### src/rtl/mem_arb_pkg.sv
// Shared encodings for the memory port arbiter: FSM states and owner codes.
package mem_arb_pkg;

    typedef enum logic [1:0] {
        ST_IDLE  = 2'd0,
        ST_ISSUE = 2'd1,
        ST_RESP  = 2'd2
    } state_t;

    localparam logic OWN_IF = 1'b0;
    localparam logic OWN_D  = 1'b1;

endpackage

### src/rtl/mem_arb_pick.sv
// Combinational winner select between fetch and data requests.
// MEM_ARB_ROUND_ROBIN_EN selects alternating grants on contention; otherwise D wins unless IF is starved.
module mem_arb_pick
    import mem_arb_pkg::*;
(
    input  logic if_req,
    input  logic d_req,
    input  logic starve_hit,
    input  logic last_grant,
    output logic grant_d
);

`ifdef MEM_ARB_ROUND_ROBIN_EN
    logic unused_starve;
    assign unused_starve = starve_hit;

    // On contention hand the port to whoever did not win last time.
    always_comb begin
        grant_d = d_req && (!if_req || (last_grant == OWN_IF));
    end
`else
    logic unused_last;
    assign unused_last = last_grant;

    always_comb begin
        grant_d = d_req && !(if_req && starve_hit);
    end
`endif

endmodule

### src/rtl/mem_port_arbiter.sv
// Shares one memory port between instruction fetch and data load/store, one transaction in flight.
// Build option MEM_ARB_ROUND_ROBIN_EN: round-robin on contention instead of fixed priority + starvation guard.
module mem_port_arbiter
    import mem_arb_pkg::*;
#(
    parameter int ADDR_W       = 32,
    parameter int DATA_W       = 32,
    parameter int STARVE_LIMIT = 4
) (
    input  logic                clk,
    input  logic                rst,
    input  logic                if_req,
    input  logic [ADDR_W-1:0]   if_addr,
    output logic                if_ready,
    output logic                if_rvalid,
    output logic [DATA_W-1:0]   if_rdata,
    input  logic                d_req,
    input  logic                d_we,
    input  logic [ADDR_W-1:0]   d_addr,
    input  logic [DATA_W-1:0]   d_wdata,
    input  logic [DATA_W/8-1:0] d_wstrb,
    output logic                d_ready,
    output logic                d_rvalid,
    output logic [DATA_W-1:0]   d_rdata,
    output logic                mem_req,
    output logic                mem_we,
    output logic [ADDR_W-1:0]   mem_addr,
    output logic [DATA_W-1:0]   mem_wdata,
    output logic [DATA_W/8-1:0] mem_wstrb,
    input  logic                mem_ack,
    input  logic [DATA_W-1:0]   mem_rdata,
    output logic                busy,
    output logic                owner
);

    localparam int STRB_W = DATA_W / 8;

    state_t              state_reg, state_next;
    logic                owner_reg;
    logic                last_grant_reg;
    logic                we_reg;
    logic [ADDR_W-1:0]   addr_reg;
    logic [DATA_W-1:0]   wdata_reg;
    logic [STRB_W-1:0]   wstrb_reg;
    logic [DATA_W-1:0]   if_rdata_reg;
    logic [DATA_W-1:0]   d_rdata_reg;
    logic                accept;
    logic                grant_d;
    logic                starve_hit;

    // A request held during reset must not see a ready pulse that is never honoured.
    assign accept = (state_reg == ST_IDLE) && (if_req || d_req) && !rst;

    mem_arb_pick u_pick (
        .if_req     (if_req),
        .d_req      (d_req),
        .starve_hit (starve_hit),
        .last_grant (last_grant_reg),
        .grant_d    (grant_d)
    );

`ifdef MEM_ARB_ROUND_ROBIN_EN
    logic [31:0] unused_limit;
    assign unused_limit = 32'(STARVE_LIMIT);
    assign starve_hit   = 1'b0;
`else
    localparam int CNT_W = $clog2(STARVE_LIMIT + 1);
    logic [CNT_W-1:0] starve_cnt_reg;

    assign starve_hit = (starve_cnt_reg == CNT_W'(STARVE_LIMIT));

    always_ff @(posedge clk) begin
        if (rst) begin
            starve_cnt_reg <= '0;
        end else if (accept) begin
            if (!grant_d) begin
                starve_cnt_reg <= '0;
            end else if (if_req && !starve_hit) begin
                starve_cnt_reg <= starve_cnt_reg + CNT_W'(1);
            end
        end
    end
`endif

    always_comb begin
        state_next = state_reg;
        if_ready   = 1'b0;
        d_ready    = 1'b0;
        mem_req    = 1'b0;
        if_rvalid  = 1'b0;
        d_rvalid   = 1'b0;
        case (state_reg)
            ST_IDLE: begin
                if (accept) begin
                    state_next = ST_ISSUE;
                    if_ready   = !grant_d;
                    d_ready    = grant_d;
                end
            end
            ST_ISSUE: begin
                mem_req = 1'b1;
                if (mem_ack) begin
                    state_next = ST_RESP;
                end
            end
            ST_RESP: begin
                state_next = ST_IDLE;
                if_rvalid  = (owner_reg == OWN_IF);
                d_rvalid   = (owner_reg == OWN_D);
            end
            default: state_next = ST_IDLE;
        endcase
    end

    always_ff @(posedge clk) begin
        if (rst) begin
            state_reg      <= ST_IDLE;
            owner_reg      <= OWN_IF;
            last_grant_reg <= OWN_D;
            we_reg         <= 1'b0;
            addr_reg       <= '0;
            wdata_reg      <= '0;
            wstrb_reg      <= '0;
            if_rdata_reg   <= '0;
            d_rdata_reg    <= '0;
        end else begin
            state_reg <= state_next;
            if (accept) begin
                owner_reg      <= grant_d;
                last_grant_reg <= grant_d;
                if (grant_d) begin
                    we_reg    <= d_we;
                    addr_reg  <= d_addr;
                    wdata_reg <= d_we ? d_wdata : '0;
                    wstrb_reg <= d_we ? d_wstrb : '0;
                end else begin
                    we_reg    <= 1'b0;
                    addr_reg  <= if_addr;
                    wdata_reg <= '0;
                    wstrb_reg <= '0;
                end
            end
            // Response data is captured straight into the owner's hold register.
            if ((state_reg == ST_ISSUE) && mem_ack) begin
                if (owner_reg == OWN_IF) begin
                    if_rdata_reg <= mem_rdata;
                end else begin
                    d_rdata_reg <= we_reg ? '0 : mem_rdata;
                end
            end
        end
    end

    assign busy      = (state_reg != ST_IDLE);
    assign owner     = owner_reg;
    assign mem_we    = we_reg;
    assign mem_addr  = addr_reg;
    assign mem_wdata = wdata_reg;
    assign mem_wstrb = wstrb_reg;
    assign if_rdata  = if_rdata_reg;
    assign d_rdata   = d_rdata_reg;

endmodule
### config.mk
export PLATFORM = sky130hd
export DESIGN_NAME = mem_port_arbiter
export DESIGN_NICKNAME = d
export VERILOG_FILES = /design/src/rtl/mem_arb_pkg.sv /design/src/rtl/mem_arb_pick.sv /design/src/rtl/mem_port_arbiter.sv
export SDC_FILE = /design/constraint.sdc
export NUM_CORES = 1
export LEC_CHECK = 0
export ABC_AREA = 1
export BUFFER_PORTS_ARGS = -buffer_cell sky130_fd_sc_hd__buf_2
export CORE_AREA = 2 2 144 146
export CTS_CLUSTER_DIAMETER = 150
export CTS_CLUSTER_SIZE = 20
export DETAILED_ROUTE_END_ITERATION = 16
export DIE_AREA = 0 0 146 148
export RECOVER_POWER = 25
export REMOVE_ABC_BUFFERS = 1
export SLEW_MARGIN = 20
export SYNTH_ARGS = -nofsm -noshare
export SYNTH_HDL_FRONTEND = slang
export SYNTH_SLANG_ARGS = --single-unit
### constraint.sdc
create_clock -name clk -period 1.5 [get_ports clk]
set_clock_uncertainty 0.15 [all_clocks]
set_input_delay 0.3 -clock clk [delete_from_list [all_inputs] [get_ports clk]]
set_output_delay 0.3 -clock clk [all_outputs]
set_load 0.05 [all_outputs]
==> results.sh, run 1 <==
export IMPL_status="finished with violations"
export IMPL_violations="negative setup slack"
export IMPL_hold_class="input pin to register"
export IMPL_wl_per_cell_um=15.5
export IMPL_r2r_end="d_rdata[7]$_SDFFE_PP0P_"
export IMPL_synth_distinct_cells=21
export IMPL_num_fill_cells=1872
export IMPL_crit_type="register to output pin"
export IMPL_synth_seq_cells=139
export IMPL_grt_max_degree=38
export IMPL_io_buffers=277
export IMPL_r2r_start="state_reg[0]$_SDFFE_PP0P_"
export IMPL_grtUsageTotal_pct=19.6
export IMPL_row_count=52
export IMPL_grt_pass1_wl_mm=33.5
export IMPL_max_freq_mhz=503
export IMPL_max_slew_margin_rel_pct=56.6
export IMPL_clockRootBuffer="clkbuf_16"
export IMPL_first_pass_iters=5
export IMPL_synth_avg_cell_area_sq_um=7.08
export IMPL_dpl_worst_slack_ns=-0.332
export IMPL_fp_dieW_um=146
export IMPL_cts_sinks=139
export IMPL_path_clk_slew_ns=0.06
export IMPL_drt_iter0_markers=271
export IMPL_min_period_over_period_pct=132
export IMPL_design_area_sq_mm=0.0103
export IMPL_insertion_delay_ns=0.41
export IMPL_start_util_pct=28.5
export IMPL_antenna_found_initial=1
export IMPL_drv_cap=0
export IMPL_cp_required_ns=1.05
export IMPL_post_route_util_pct=51.5
export IMPL_dp_cells=1331
export IMPL_drc=0
export IMPL_post_route_min_period_ns=1.99
export IMPL_grt_util_met1_pct=23.5
export IMPL_grtUsageMet3_pct=5.86
export IMPL_r2r_slack_ns=-0.36
export IMPL_area_growth_pct=80.9
export IMPL_leakagePower_nw=4.85
export IMPL_dieArea_sq_mm=0.0216
export IMPL_drive_gt1_share_pct=43.3
export IMPL_path_max_fanout=2
export IMPL_timing_final_ws_setup_ns=-0.486
export IMPL_slew_viol_final=0
export IMPL_layout_common_cells="195 x nand2_1, 184 x buf_2, 135 x dfxtp_1"
export IMPL_worst_pin_slew_ns=0.651
export IMPL_final_common_cell="nand2_1"
export IMPL_fin_cells=1451
export IMPL_hold_ws_ns=0.0354
export IMPL_fin_nets=1309
export IMPL_cts_htree_levels=4
export IMPL_rsz0062_at_grt="yes"
export IMPL_first_global_vias=6462
export IMPL_syn_area_sq_mm=0.00571
export IMPL_worstSetupEndpointType="output pin"
export IMPL_fp_dieH_um=148
export IMPL_arrival_ns=1.54
export IMPL_netlist_instances=806
export IMPL_yosys_warnings=0
export IMPL_clockBufferDepth=2
export IMPL_worstHoldStart="mem_ack"
export IMPL_core_sq_mm=0.0200
export IMPL_whs_path_depth=3
export IMPL_placed_area_sq_mm=0.00754
export IMPL_routed_wl_mm=22.5
export IMPL_hold_viol=0
export IMPL_routabilityCongestion=0.821
export IMPL_numCtsBuffers=17
export IMPL_io_pins=278
export IMPL_grt_busiest_layer="met2"
export IMPL_ys_seq_area_share_pct=48.8
export IMPL_power_density_mw_per_mm2=1060
export IMPL_finalSetupViolations=139
export IMPL_dp_hpwl_mm=12.6
export IMPL_via_per_inst=4.59
export IMPL_hold_path_end="state_reg[1]$_SDFFE_PP0P_"
export IMPL_cts_tree="yes"
export IMPL_startpoint_type="register"
export IMPL_use_met2_pct=33.2
export IMPL_vias=6666
export IMPL_final_antenna_net_count=0
export IMPL_rr_worst_depth=9
export IMPL_ir_worst_vdd_uv=695
export IMPL_grt_overflow=0
-- worst max path at each step --
stage / startpoint / end / slack, ns / cells after the start
6_report: starve_cnt_reg[0]$_SDFFE_PP0P_ / d_ready / -0.49 / 8
4_1_cts: starve_cnt_reg[0]$_SDFFE_PP0P_ / d_ready / -0.51 / 8
2_1_floorplan: starve_cnt_reg[0]$_SDFFE_PP0P_ / d_ready / -1.20 / 7
5_1_grt: starve_cnt_reg[1]$_SDFFE_PP0P_ / d_ready / -0.59 / 8
3_3_place_gp: starve_cnt_reg[0]$_SDFFE_PP0P_ / d_ready / -0.32 / 8
3_5_place_dp: starve_cnt_reg[0]$_SDFFE_PP0P_ / d_ready / -0.33 / 8
-- layout make-up --
| class | count | area (sq um) | share of cell area, % |
|---|---|---|---|
| Multi-Input combinational cell | 532 | 3090 | 29.9 |
| Inverter | 79 | 313 | 3.03 |
| Antenna cell | 1 | 2.50 | 0.0243 |
| Clock buffer | 23 | 468 | 4.54 |
| Timing Repair Buffer | 400 | 3230 | 31.3 |
| Clock inverter | 7 | 92.6 | 0.897 |
| Tap cell | 270 | 338 | 3.27 |
| Sequential cell | 139 | 2790 | 27.0 |
-- where the power goes --
group | switching [mW] | internal (mW) | total (mW) | leakage [nW]
logic | 1.76 | 1.04 | 2.80 | 3.44
registers | 0.121 | 3.91 | 4.03 | 1.13
clock network | 1.55 | 2.52 | 4.07 | 0.277
-- synth_stat cells --
library cell | number | share of area [%]
nand3_1 | 104 | 9.1
nor2_1 | 70 | 4.6
nand3_2 | 1 | 0.18
inv_1 | 74 | 4.9
buf_4 | 5 | 0.66
buf_1 | 4 | 0.26
buf_6 | 2 | 0.39
nand2_2 | 3 | 0.33
nor2_2 | 2 | 0.22
clkbuf_1 | 32 | 2.1
inv_2 | 5 | 0.33
ha_1 | 2 | 0.44
nand2_4 | 1 | 0.20
o22ai_1 | 1 | 0.11
dfxtp_1 | 139 | 49
buf_2 | 13 | 1.1
nand2_1 | 209 | 14
a21oi_1 | 66 | 5.8
o21ai_0 | 36 | 3.2
nor3_1 | 34 | 3.0
nor2_4 | 3 | 0.59
-- critical path, stage by stage (launching register included) --
cell and delay [ns]:
dfxtp_2 0.34, inv_2 0.05, ha_4 0.16, nand2_2 0.06
nand2_2 0.05, nand2_2 0.09, inv_2 0.05, nor2_4 0.15
buf_8 0.17
-- stage by stage --
step                power, mW  TNS, ns
floorplan                5.38  -102.80
global placement         6.18   -14.52
detailed placement       6.19   -16.01
CTS                      10.8   -23.48
global route             11.4   -43.31
finish                   10.9   -28.85
-- cell families after synthesis --
group | Yosys count | synth area share (%)
simple gates | 427 | 32.0
flops | 139 | 48.8
buf+inv | 135 | 9.76
compound gates | 103 | 9.06
fa+ha+maj | 2 | 0.439
-- what timing repair did --
| action | 4_1_cts | 5_1_grt |
|---|---|---|
| hold buffers | 62 | 0 |
| endpoints found under the setup margin | 118 | 218 |
| setup buffers | 13 | 10 |
| gates resized for setup | 123 | 239 |
| cloned | 12 | 4 |
| pin swaps | 10 | 42 |
| hold endpoints to repair | 62 | 0 |
-- layer usage --
| metal | wire (um) | vias up |
|---|---|---|
| li1 | - | 3296 |
| met1 | 9390 | 3089 |
| met2 | 11100 | 243 |
| met3 | 1450 | 38 |
| met4 | 532 | 0 |
| met5 | 0 | - |
(Power assumes the default switching activity.)
==> inputs of run 2 (changes only) <==
--- a/config.mk
+++ b/config.mk
@@ -18,3 +18,4 @@
 export SYNTH_ARGS = -nofsm -noshare
 export SYNTH_HDL_FRONTEND = slang
 export SYNTH_SLANG_ARGS = --single-unit
+export TNS_END_PERCENT = 50
==> results.sh, run 2 (same netlist as run 1, synthesis figures left out) <==
export IMPL_status="finished with violations"
export IMPL_violations="negative setup slack"
export IMPL_leakagePower_nw=4.86
export IMPL_design_area_sq_mm=0.0104
export IMPL_path_max_fanout=2
export IMPL_p_switching_mw=3.47
export IMPL_crit_cells=8
export IMPL_via_per_inst=4.60
export IMPL_grt_util_met1_pct=21.6
export IMPL_numCtsBuffers=17
export IMPL_num_fill_cells=1852
export IMPL_pwr_share_seq_pct=36.9
export IMPL_worstSetupEndpointType="output pin"
export IMPL_finalSetupViolations=139
export IMPL_critPathBufInv=3
export IMPL_hold_class="input pin to register"
export IMPL_multi_input_area_sq_mm=0.00321
export IMPL_min_period_over_period_pct=132
export IMPL_crit_type="register to output pin"
export IMPL_drive_gt1_share_pct=44.6
export IMPL_grt_overflow=0
export IMPL_power_density_mw_per_mm2=1050
export IMPL_final_common_cell="nand2_1"
export IMPL_grt_pass1_wl_mm=31.4
export IMPL_clockBufferDepth=2
export IMPL_slowest_delay_ns=0.34
export IMPL_first_global_vias=6269
export IMPL_area_growth_pct=82.2
export IMPL_fin_nets=1305
export IMPL_io_buffers=277
export IMPL_timing_final_ws_setup_ns=-0.475
export IMPL_drt_iter0_markers=227
export IMPL_clockRootBuffer="clkbuf_16"
export IMPL_row_count=52
export IMPL_routed_wl_mm=22.6
export IMPL_dpl_worst_slack_ns=-0.332
export IMPL_layout_common_cells="191 x nand2_1, 180 x buf_2, 135 x dfxtp_1"
export IMPL_power_frac_clock_pct=37.2
export IMPL_startpoint_type="register"
export IMPL_internal_power_mw=7.48
export IMPL_drc=0
export IMPL_power_frac_comb_pct=25.9
export IMPL_fp_dieW_um=146
export IMPL_cts_htree_levels=4
export IMPL_start_util_pct=28.5
export IMPL_slowest_stage="dfxtp_2"
export IMPL_placed_area_sq_mm=0.00754
export IMPL_grt_max_degree=65
export IMPL_slew_viol_final=0
export IMPL_drv_cap=0
export IMPL_io_pins=278
export IMPL_first_pass_iters=7
export IMPL_cts_tree="yes"
export IMPL_cpLargestDelayFamily="flip-flops"
export IMPL_hold_viol=0
export IMPL_cp_cell_sequence="inv_2, ha_4, nand2_2, nand2_2, nand2_2, inv_2, nor2_4, buf_8"
export IMPL_vias=6653
export IMPL_cts_sinks=139
export IMPL_fin_cells=1447
export IMPL_cp_required_ns=1.05
export IMPL_routabilityCongestion=0.821
export IMPL_post_route_util_pct=51.9
export IMPL_core_sq_mm=0.0200
export IMPL_grt_busiest_layer="met2"
export IMPL_arrival_ns=1.53
export IMPL_cp_common_cell="nand2_2"
export IMPL_dp_cells=1331
export IMPL_ir_worst_vdd_uv=689
export IMPL_register_area_sq_mm=0.00279
export IMPL_fp_dieH_um=148
export IMPL_path_clk_slew_ns=0.05
export IMPL_post_route_min_period_ns=1.98
export IMPL_use_met2_pct=31.0
export IMPL_max_freq_mhz=506
export IMPL_grtUsageMet3_pct=5.59
export IMPL_grtUsageTotal_pct=18.1
export IMPL_dieArea_sq_mm=0.0216
export IMPL_whs_path_depth=3
export IMPL_rsz0062_at_grt="yes"
export IMPL_worst_pin_slew_ns=0.655
export IMPL_wl_per_cell_um=15.6
export IMPL_antenna_found_initial=1
export IMPL_max_slew_margin_rel_pct=56.4
export IMPL_final_antenna_net_count=0
export IMPL_rr_worst_depth=10
export IMPL_p_sw_share_pct=31.7
export IMPL_dp_hpwl_mm=12.6
export IMPL_insertion_delay_ns=0.41
[run 2: cell count changes in the layout (fill, tap and decap cells not counted), moves of 4 or more]
cell       before  now
nor3_2         27   31
buf_2         184  180
clkbuf_16      21   26
nor2_4          5   13
o21ai_2        28   24
nand2_4         4    9
buf_16          8    3
nor2_1         58   50
nor3_1          5    1
nand2_1       195  191
[run 2: worst paths after layout]
check | start | to | slack, ns
worst max register to register | state_reg[0]$_SDFFE_PP0P_ | if_rdata[13]$_SDFFE_PP0P_ | -0.28
worst min register to register | mem_wdata[31]$_SDFFE_PP0P_ | mem_wdata[31]$_SDFFE_PP0P_ | 0.30
worst max-delay path | starve_cnt_reg[0]$_SDFFE_PP0P_ | d_ready | -0.48
worst min-delay path | mem_rdata[27] | if_rdata[27]$_SDFFE_PP0P_ | 0.03
[run 2: layer usage]
layer	vias up	routed length (um)
met5	-	0
met4	0	455
met3	39	1380
met2	237	11500
met1	3090	9280
li1	3287	-
[run 2: power by group through the flow]
stage	Combinational (mW)	Clock (mW)	Sequential [mW]
after global placement	2.09	0	4.08
after CTS	2.42	4.18	4.01
final	2.83	4.08	4.04
after floorplan	0.587	0	4.79
after detailed placement	2.10	0	4.09
after global routing	3.01	4.33	4.07
[run 2: layout make-up]
class	instances	share of cell area, %
Antenna cell	1	0.0241
Clock buffer	23	4.50
Clock inverter	7	0.891
Inverter	79	2.97
Multi-Input combinational cell	532	30.8
Sequential cell	139	26.8
Tap cell	270	3.25
Timing Repair Buffer	396	30.7
[run 2: worst reg2reg max path, cell delays in order, from the launching register on]
cell,delay [ns]
dfxtp_1,0.36
inv_2,0.07
buf_6,0.11
nor2_2,0.14
buf_6,0.13
buf_6,0.09
nand3_4,0.06
buf_12,0.16
buf_16,0.17
o21ai_1,0.15
nor2_1,0.07
[run 2: stage by stage]
step           TNS, ns  hold slack, ns  power [mW]
6_report        -24.10          0.0250        11.0
5_1_grt         -39.19          0.0169        11.4
4_1_cts         -16.96         0.00170        10.6
3_5_place_dp    -16.01           0.285        6.19
3_3_place_gp    -14.52           0.284        6.18
2_1_floorplan  -102.80           0.219        5.38
[run 2: what timing repair did]
| action | 4_1_cts | 5_1_grt |
|---|---|---|
| hold buffers | 61 | 0 |
| buffers inserted | 10 | 5 |
| gates cloned | 3 | 13 |
| resized for setup | 112 | 283 |
| setup endpoints to repair | 118 | 217 |
| endpoints found under the hold margin | 62 | 0 |
| pin swaps | 9 | 49 |
